File: config.mk
export PLATFORM = sky130hd
export DESIGN_NAME = result_sampler
export DESIGN_NICKNAME = d
export VERILOG_FILES = /design/src/rtl/result_sampler.sv
export SDC_FILE = /design/constraint.sdc
export NUM_CORES = 1
export LEC_CHECK = 0
export ABC_CLOCK_PERIOD_IN_PS = 6230
export CAP_MARGIN = 10
export CORE_UTILIZATION = 53
export CTS_CLUSTER_DIAMETER = 100
export CTS_CLUSTER_SIZE = 10
export DETAILED_ROUTE_END_ITERATION = 8
export PLACE_DENSITY = 0.82
export SYNTH_ARGS = -nofsm -noshare
export SYNTH_HDL_FRONTEND = slang
export SYNTH_SLANG_ARGS = --single-unit
export TNS_END_PERCENT = 1
File: constraint.sdc
create_clock -name clk -period 6.23 [get_ports clk]
set_input_delay 0.623 -clock clk [delete_from_list [all_inputs] [get_ports clk]]
set_output_delay 0.623 -clock clk [all_outputs]
set_load 0.02 [all_outputs]
File: src/rtl/result_sampler.sv
// result_sampler: decimates the packed counter result word by DIV, buffers the
// decimated samples in a DEPTH-entry first-word-fall-through FIFO and presents
// them on a valid/ready stream. Samples that find the FIFO full (with no pop in
// the same cycle) are discarded and counted in a saturating 8-bit drop counter.
module result_sampler #(
    parameter int WIDTH = 16,
    parameter int DEPTH = 4,
    parameter int DIV   = 4
) (
    input  logic                     clk,
    input  logic                     rst,
    input  logic                     en,
    input  logic [WIDTH-1:0]         data_in,
    output logic [WIDTH-1:0]         out_data,
    output logic                     out_valid,
    input  logic                     out_ready,
    output logic [$clog2(DEPTH):0]   level,
    output logic [7:0]               drop_count
);

    localparam int PTR_W = $clog2(DEPTH);
    localparam int LVL_W = PTR_W + 1;
    localparam int CNT_W = (DIV > 1) ? $clog2(DIV) : 1;

    localparam logic [CNT_W-1:0] CNT_MAX  = CNT_W'(DIV - 1);
    localparam logic [LVL_W-1:0] LVL_FULL = LVL_W'(DEPTH);
    localparam logic [7:0]       DROP_MAX = 8'hFF;

    logic [CNT_W-1:0] div_cnt;
    logic [PTR_W-1:0] wr_ptr;
    logic [PTR_W-1:0] rd_ptr;
    logic [LVL_W-1:0] level_q;
    logic [7:0]       drop_q;
    logic [WIDTH-1:0] storage [DEPTH];

    logic tick;
    logic full;
    logic pop;
    logic push;
    logic drop;

    // Sample strobes: a full FIFO still accepts a sample when the head leaves on
    // the same edge, because that edge frees the slot the sample is written into.
    always_comb begin
        tick = en && (div_cnt == CNT_MAX);
        full = (level_q == LVL_FULL);
        pop  = (level_q != '0) && out_ready;
        push = tick && (!full || pop);
        drop = tick && full && !pop;
    end

    // Decimation counter: advances only on enabled cycles, wraps after DIV-1.
    always_ff @(posedge clk or negedge rst) begin
        if (!rst) begin
            div_cnt <= '0;
        end else if (en) begin
            if (div_cnt == CNT_MAX) begin
                div_cnt <= '0;
            end else begin
                div_cnt <= div_cnt + CNT_W'(1);
            end
        end
    end

    // Sample storage: cleared by reset so the head reads zero while idle.
    always_ff @(posedge clk or negedge rst) begin
        if (!rst) begin
            for (int i = 0; i < DEPTH; i++) begin
                storage[i] <= '0;
            end
        end else if (push) begin
            storage[wr_ptr] <= data_in;
        end
    end

    // Read/write pointers wrap naturally; fullness comes from the level count.
    always_ff @(posedge clk or negedge rst) begin
        if (!rst) begin
            wr_ptr <= '0;
            rd_ptr <= '0;
        end else begin
            if (push) begin
                wr_ptr <= wr_ptr + PTR_W'(1);
            end
            if (pop) begin
                rd_ptr <= rd_ptr + PTR_W'(1);
            end
        end
    end

    // Occupancy: a push and pop on the same edge leave the level unchanged.
    always_ff @(posedge clk or negedge rst) begin
        if (!rst) begin
            level_q <= '0;
        end else if (push && !pop) begin
            level_q <= level_q + LVL_W'(1);
        end else if (pop && !push) begin
            level_q <= level_q - LVL_W'(1);
        end
    end

    // Drop counter: counts discarded samples and sticks at its maximum.
    always_ff @(posedge clk or negedge rst) begin
        if (!rst) begin
            drop_q <= '0;
        end else if (drop && (drop_q != DROP_MAX)) begin
            drop_q <= drop_q + 8'd1;
        end
    end

    // Stream outputs come straight from registers, with no path from out_ready.
    always_comb begin
        out_data   = storage[rd_ptr];
        out_valid  = (level_q != '0);
        level      = level_q;
        drop_count = drop_q;
    end

endmodule

==> results of run 1 <==
worst register-to-register path, stage by stage (launching register included):
cell and delay (ns):
sky130_fd_sc_hd__dfrtp_1 0.38, sky130_fd_sc_hd__ha_1 0.28, sky130_fd_sc_hd__nand2_2 0.10, sky130_fd_sc_hd__nor2_4 0.30
sky130_fd_sc_hd__ha_1 0.26, sky130_fd_sc_hd__inv_1 0.06, sky130_fd_sc_hd__fa_1 0.37, sky130_fd_sc_hd__xor2_1 0.17
sky130_fd_sc_hd__nor2_1 0.11, sky130_fd_sc_hd__xor2_1 0.16
worst max-delay path by stage:
| stage | slack, ns | cells past startpoint | to |
|---|---|---|---|
| after floorplan | 3.99 | 8 | level[2] |
| after global placement | 3.44 | 9 | level[2] |
| after detailed placement | 3.38 | 9 | level[2] |
| after CTS | 3.20 | 3 | out_data[11] |
| after global routing | 3.10 | 3 | out_data[13] |
| final | 3.25 | 3 | out_data[13] |
registers in the layout, summed over array words and instances (netlist names):
signal and count:
div_cnt 2, drop_count 8, level 3, rd_ptr 2
storage 64, wr_ptr 2
Yosys cell counts (all sizes together):
master,count,area (um^2)
xor2,4,35.03
mux4,16,360.4
fa,1,20.02
nor2,5,26.27
o21ai,1,5.000
nand4,2,12.51
xnor2,5,43.79
nor3,3,15.01
clkbuf,1,3.750
mux2,71,949.7
nand2,10,70.07
or3,1,6.260
a31oi,1,6.260
buf,7,73.82
inv,5,18.77
nand2b,1,6.260
dfrtp,81,2027
nor4b,1,23.77
a21oi,1,5.000
nand3,5,25.02
o2111ai,1,15.01
ha,7,87.58
a41oi,1,8.760
power breakdown:
group	switching (mW)	internal, mW	leakage (nW)
Clock	0.180	0.175	0.0915
Sequential	0.175	0.758	1.01
Combinational	0.410	0.659	1.03
layer usage:
metal,up-vias,routed length (um)
li1,948,-
met1,1083,3317
met2,48,3329
met3,9,186
met4,0,113
met5,-,0
layout make-up:
type	count	area, um^2	area share (%)
Timing Repair Buffer	48	475.5	10.46
Multi-Input combinational cell	137	1722	37.89
Clock inverter	2	12.51	0.2753
Sequential cell	81	2027	44.60
Clock buffer	13	168.9	3.717
Tap cell	96	120.1	2.643
Inverter	5	18.77	0.4130
cell families after synthesis:
logic type      after synthesis  synth area share, %
simple gates                 28                4.816
buf+inv                      13                2.506
compound gates                5                1.041
xor+xnor                      9                2.050
mux                          87                34.07
flops                        81                52.72
fa+ha+maj                     8                2.798
through the flow:
| stage | hold WS [ns] | util [%] |
|---|---|---|
| 2_1_floorplan | 0.3274 | - |
| 3_3_place_gp | 0.4815 | 63.17 |
| 3_5_place_dp | 0.4894 | 63.17 |
| 4_1_cts | 0.4813 | 65.80 |
| 5_1_grt | 0.5165 | 65.80 |
| 6_report | 0.4349 | 65.80 |
==> reports/summary.md, run 1 <==
• **status** completed
• **CTS-repair resized insts** 0
• **Synth-to-Final Area Change** 18.19%
• **clock edge transition at the registers on the reported setup and hold paths** 0.08 ns
• **max-slew violation total from the final report** 0
• **met2 usage** 31.21%
• **first-pass GRT wire length** 11330 um
• **number of cells in the finished layout apart from fillers** 382
• **met1 layer usage reported by global route** 30.14%
• **area enclosed by the die boundary** 7599 um^2
• **Nets** 310
• **gpl congestion** 0.7556
• **flop-to-flop setup slack** 3.96 ns
• **leading cell types in the layout, fill and taps excluded** 81 x sky130_fd_sc_hd__dfrtp_1, 46 x sky130_fd_sc_hd__clkdlybuf4s50_1, 40 x sky130_fd_sc_hd__mux2_4, 29 x sky130_fd_sc_hd__mux2_2, 16 x sky130_fd_sc_hd__mux4_2
• **all-layer global routing usage** 20.71%
• **final number of hold-violating endpoints** 0
• **leftover overflow at the end of global routing** 0
• **most frequent standard cell in the layout excluding fill and tap cells** sky130_fd_sc_hd__dfrtp_1
• **total of warnings raised by yosys** 0
• **Cell Count Post-Placement** 367
• **placeable core region** 6907 um^2
• **synthesized net count** 259
• **worst setup path start** rd_ptr[0]
• **Placed Area** 4363 um^2
• **launching point of the worst reg2reg path** div_cnt[0]
• **number of global-route vias before repair** 2179
• **DR DRC count** 0
• **TritonCTS clock tree** built
• **number of CTS-inserted buffers** 9
• **number of DRC markers in iteration 0** 98
• **final wirelength** 6947 um
• **critical register-to-register path endpoint** level[2]
• **layout filler cell count** 521
• **number of H-tree branching levels** 3
• **kind of end point of the critical path** output pin
• **max incr delay on CP** 0.57 ns
• **number of clock sinks seen by CTS** 81
• **family of cells with the greatest summed delay on the critical path** buffers and inverters
• **setup clock skew after layout** 0.008185 ns
• **leakage power** 2.136 nW
• **post-synthesis cell type count** 30
• **final worst slack** 3.251 ns
• **count of input and output buffers** 47
• **worst-path fanout max** 13
• **total design power** 2.356 mW
• **arrival time worst endpoint** 2.36 ns
• **master cell of the clock root buffer** sky130_fd_sc_hd__clkbuf_8
• **I/O pin total** 48
• **Worst EP required** 5.61 ns
• **power per standard cell area** 518.5 nW/um^2
• **worst hold-check path type** in2async
• **setup TNS after final layout** 0 ns
• **sequential element share of the synthesized area** 52.72%
• **Yosys reg bits** 81
• **finished layout cell area** 4544 um^2
• **highest achievable clock rate** 0.3356 GHz
• **depth of the most critical reg-to-reg path** 9
• **minimum period implied by the final worst setup slack** 2.979 ns
• **antenna violations before repair** 0
• **category of the most critical setup path** reg2out
• **# Post-CTS Setup Buffers** 0
• **Inserted Diodes** 0
• **die span in y** 87.18 um
• **final HPWL from detailed placement** 4459 um
• **Crit-path slowest cell** sky130_fd_sc_hd__mux4_2
• **cell count after synthesis** 231
• **Syn Std Cell Area** 3845 um^2
• **per-instance average area after synthesis** 16.64 um^2
• **crit-path cells** buf_4 > mux4_2 > clkdlybuf4s50_1
• **vias per std cell** 5.466
• **gr busiest metal** met2
• **vias after detailed routing** 2088
• **RSZ-0062 raised after global routing** no
• **initial cell density of the core** 55.67%
• **crit path buf inv count** 2
• **fraction of final layout cells sized beyond drive strength 1** 38.11%
• **Worst Setup Start Kind** flop
• **Core Rows** 30
• **worst-case headroom to the max-slew limit** 33.66%
• **pre-CTS WS** 3.379 ns
• **chip width** 87.18 um
• **clk buf depth** 2
• **maximum resistive drop on vdd** 0.2453 mV
• **Max-cap violations** 0
• **pin count of the biggest net entering global routing** 82
• **post-route clock period utilization** 47.82%
• **routed length per instance** 18.19 um
• **routing usage on met3** 3.223%
• **clock latency at the later pin of the worst-skew pair** 0.35 ns
• **Hold Buf Count CTS** 0
• **count of endpoints failing setup in the final report** 0
• **Least-Margin Pin Slew** 0.9951 ns
• **DR pass1 iterations** 4
• **antenna viol nets, final** 0
(Power assumes the default switching activity.)
==> run 2: changes to the inputs <==
ABC_CLOCK_PERIOD_IN_PS = 2800   (was 6230)
clock period = 2.8 ns   (was 6.23 ns; I/O delays follow)
==> reports/summary.md, run 2 (synthesis results as in run 1) <==
• **status** completed
• **Max-cap violations** 0, unchanged
• **crit path buf inv count** 2, unchanged
• **post-route clock period utilization** 86.25%
• **leakage power** 2.182 nW, +2.1%
• **highest achievable clock rate** 0.4141 GHz
• **routed length per instance** 17.90 um, -1.5%
• **antenna viol nets, final** 0, unchanged
• **# Post-CTS Setup Buffers** 0, unchanged
• **RSZ-0062 raised after global routing** no
• **number of CTS-inserted buffers** 9, unchanged
• **Worst EP required** 2.52 ns, -3.09 ns
• **final HPWL from detailed placement** 4429 um, -0.67%
• **launching point of the worst reg2reg path** div_cnt[0]
• **count of endpoints failing setup in the final report** 0, unchanged
• **TritonCTS clock tree** built
• **final wirelength** 6911 um, -0.52%
• **chip width** 87.18 um, unchanged
• **worst-case headroom to the max-slew limit** 33.27%, -0.39 points
• **Crit-path slowest cell** sky130_fd_sc_hd__dfrtp_1
• **first-pass GRT wire length** 11670 um, +3.0%
• **Worst Setup Start Kind** flop
• **DR DRC count** 0, unchanged
• **number of DRC markers in iteration 0** 88, -10%
• **worst setup path start** rd_ptr[1]
• **final worst slack** 0.3850 ns, -2.866 ns
• **critical register-to-register path endpoint** level[2]
• **pin count of the biggest net entering global routing** 82, unchanged
• **pre-CTS WS** 0.3220 ns, -3.057 ns
• **count of input and output buffers** 47, unchanged
• **final number of hold-violating endpoints** 0, unchanged
• **Core Rows** 30, unchanged
• **all-layer global routing usage** 20.79%, +0.081 points
• **CTS-repair resized insts** 0, unchanged
• **I/O pin total** 48, unchanged
• **number of global-route vias before repair** 2207, +1.3%
• **kind of end point of the critical path** output pin
• **Synth-to-Final Area Change** 20.63%
• **Top reg by flops** storage
• **DR pass1 iterations** 4, unchanged
• **arrival time worst endpoint** 2.14 ns, -0.22 ns
• **setup TNS after final layout** 0 ns, unchanged
• **crit-path cells** buf_4 > mux4_2 > clkdlybuf4s50_1
• **depth of the most critical reg-to-reg path** 9, unchanged
• **crit path to** out_data[13]
• **most frequent standard cell in the layout excluding fill and tap cells** sky130_fd_sc_hd__dfrtp_1
• **vias per std cell** 5.303, -3.0%
• **gpl congestion** 0.7185, -4.9%
• **placeable core region** 6907 um^2, unchanged
• **logic depth of the worst path, buffers included** 3, unchanged
• **family of cells with the greatest summed delay on the critical path** buffers and inverters
• **category of the most critical setup path** reg2out
• **max incr delay on CP** 0.61 ns, +0.04 ns
• **fraction of final layout cells sized beyond drive strength 1** 39.31%, +1.2 points
• **area enclosed by the die boundary** 7599 um^2, unchanged
• **maximum resistive drop on vdd** 0.7186 mV, +190%
• **master cell of the clock root buffer** sky130_fd_sc_hd__clkbuf_8
• **clock latency at the later pin of the worst-skew pair** 0.36 ns, about the same
• **max reg flops** 64, unchanged
• **die span in y** 87.18 um, unchanged
• **setup clock skew after layout** 0.01228 ns, +0.004090 ns
• **worst-path fanout max** 9, -4
• **number of clock sinks seen by CTS** 81, unchanged
• **max-slew violation total from the final report** 0, unchanged
• **leading cell types in the layout, fill and taps excluded** 81 x sky130_fd_sc_hd__dfrtp_1, 46 x sky130_fd_sc_hd__clkdlybuf4s50_1, 40 x sky130_fd_sc_hd__mux2_4, 29 x sky130_fd_sc_hd__mux2_2, 16 x sky130_fd_sc_hd__mux4_2
• **worst hold-check path type** in2async
• **Hold Buf Count CTS** 0, unchanged
• **number of H-tree branching levels** 3, unchanged
• **initial cell density of the core** 55.67%, unchanged
• **flop-to-flop setup slack** 0.51 ns, -3.45 ns
• **Inserted Diodes** 0, unchanged
• **Nets** 313, +0.97%
• **Least-Margin Pin Slew** 1.001 ns, +0.005865 ns
• **leftover overflow at the end of global routing** 0, unchanged
• **clk buf depth** 2, unchanged
• **antenna violations before repair** 0, unchanged
• **power per standard cell area** 1191 nW/um^2, +130%
• **vias after detailed routing** 2047, -2.0%
• **clock edge transition at the registers on the reported setup and hold paths** 0.09 ns, about the same
• **minimum period implied by the final worst setup slack** 2.415 ns
## run 2: cell types whose count changed in the layout (fill, tap and decap cells not counted)
cell / delta
sky130_fd_sc_hd__buf_4: +3
sky130_fd_sc_hd__bufinv_16: +3
sky130_fd_sc_hd__clkbuf_8: -2
sky130_fd_sc_hd__clkinv_4: +2
sky130_fd_sc_hd__clkbuf_1: -1
sky130_fd_sc_hd__clkinv_2: -1
## run 2: how the worst min path moves through the flow
stage          cells after the start     endpoint  startpoint
3_5_place_dp                       1   storage[2]  storage[2]
2_1_floorplan                      0   div_cnt[0]         rst
6_report                           1  storage[55]         rst
5_1_grt                            1  storage[55]         rst
4_1_cts                            1  storage[55]         rst
3_3_place_gp                       1   storage[1]  storage[1]
## run 2: cell type report
type / instances / area, um^2
multi-input cells: 137 / 1722
repair buffers: 51 / 498.0
clock buffers: 10 / 137.6
flip-flops and latches: 81 / 2027
clock inverters: 6 / 115.1
well taps: 96 / 120.1
inverters: 5 / 18.77
fillers: 509 / 2268
## run 2: power breakdown
group          switching [mW]  internal (mW)  leakage [nW]
logic                   0.968           1.49          1.05
clock network           0.423          0.619         0.123
registers               0.341           1.69          1.01
total                    1.73           3.79          2.18
## run 2: worst reg2reg max path, delay by kind of cell, from the launching register on
family / cells / cell delay, ns
xor+xnor: 2 / 0.31
fa+ha+maj: 3 / 0.94
buf+inv: 1 / 0.07
flops: 1 / 0.38
simple gates: 3 / 0.51
## run 2: routing by layer
metal / wire length (um) / global-route usage, %
met2: 3306 / 31.57
met3: 275 / 5.877
met4: 70 / 5.365
met1: 3259 / 29.75
met5: 0 / 0
## run 2: metrics by stage
| stage | total power [mW] | instance area [um^2] | util [%] | cells | hold WS [ns] |
|---|---|---|---|---|---|
| 3_3_place_gp | 4.423 | 4385 | 63.50 | 370 | 0.4818 |
| 3_5_place_dp | 4.510 | 4385 | 63.50 | 370 | 0.4887 |
| 5_1_grt | 5.831 | 4638 | 67.16 | 386 | 0.1648 |
| 2_1_floorplan | 3.673 | 3845 | - | 231 | -0.01559 |
| 4_1_cts | 5.582 | 4638 | 67.16 | 386 | 0.1264 |
| 6_report | 5.524 | 4638 | 67.16 | 386 | 0.07659 |
==> run 3: changes to the inputs <==
CTS_BUF_LIST = sky130_fd_sc_hd__clkbuf_8   (was default)
==> results of run 3 <==
The final DEF is identical to that of run 2; final timing and power are the same.
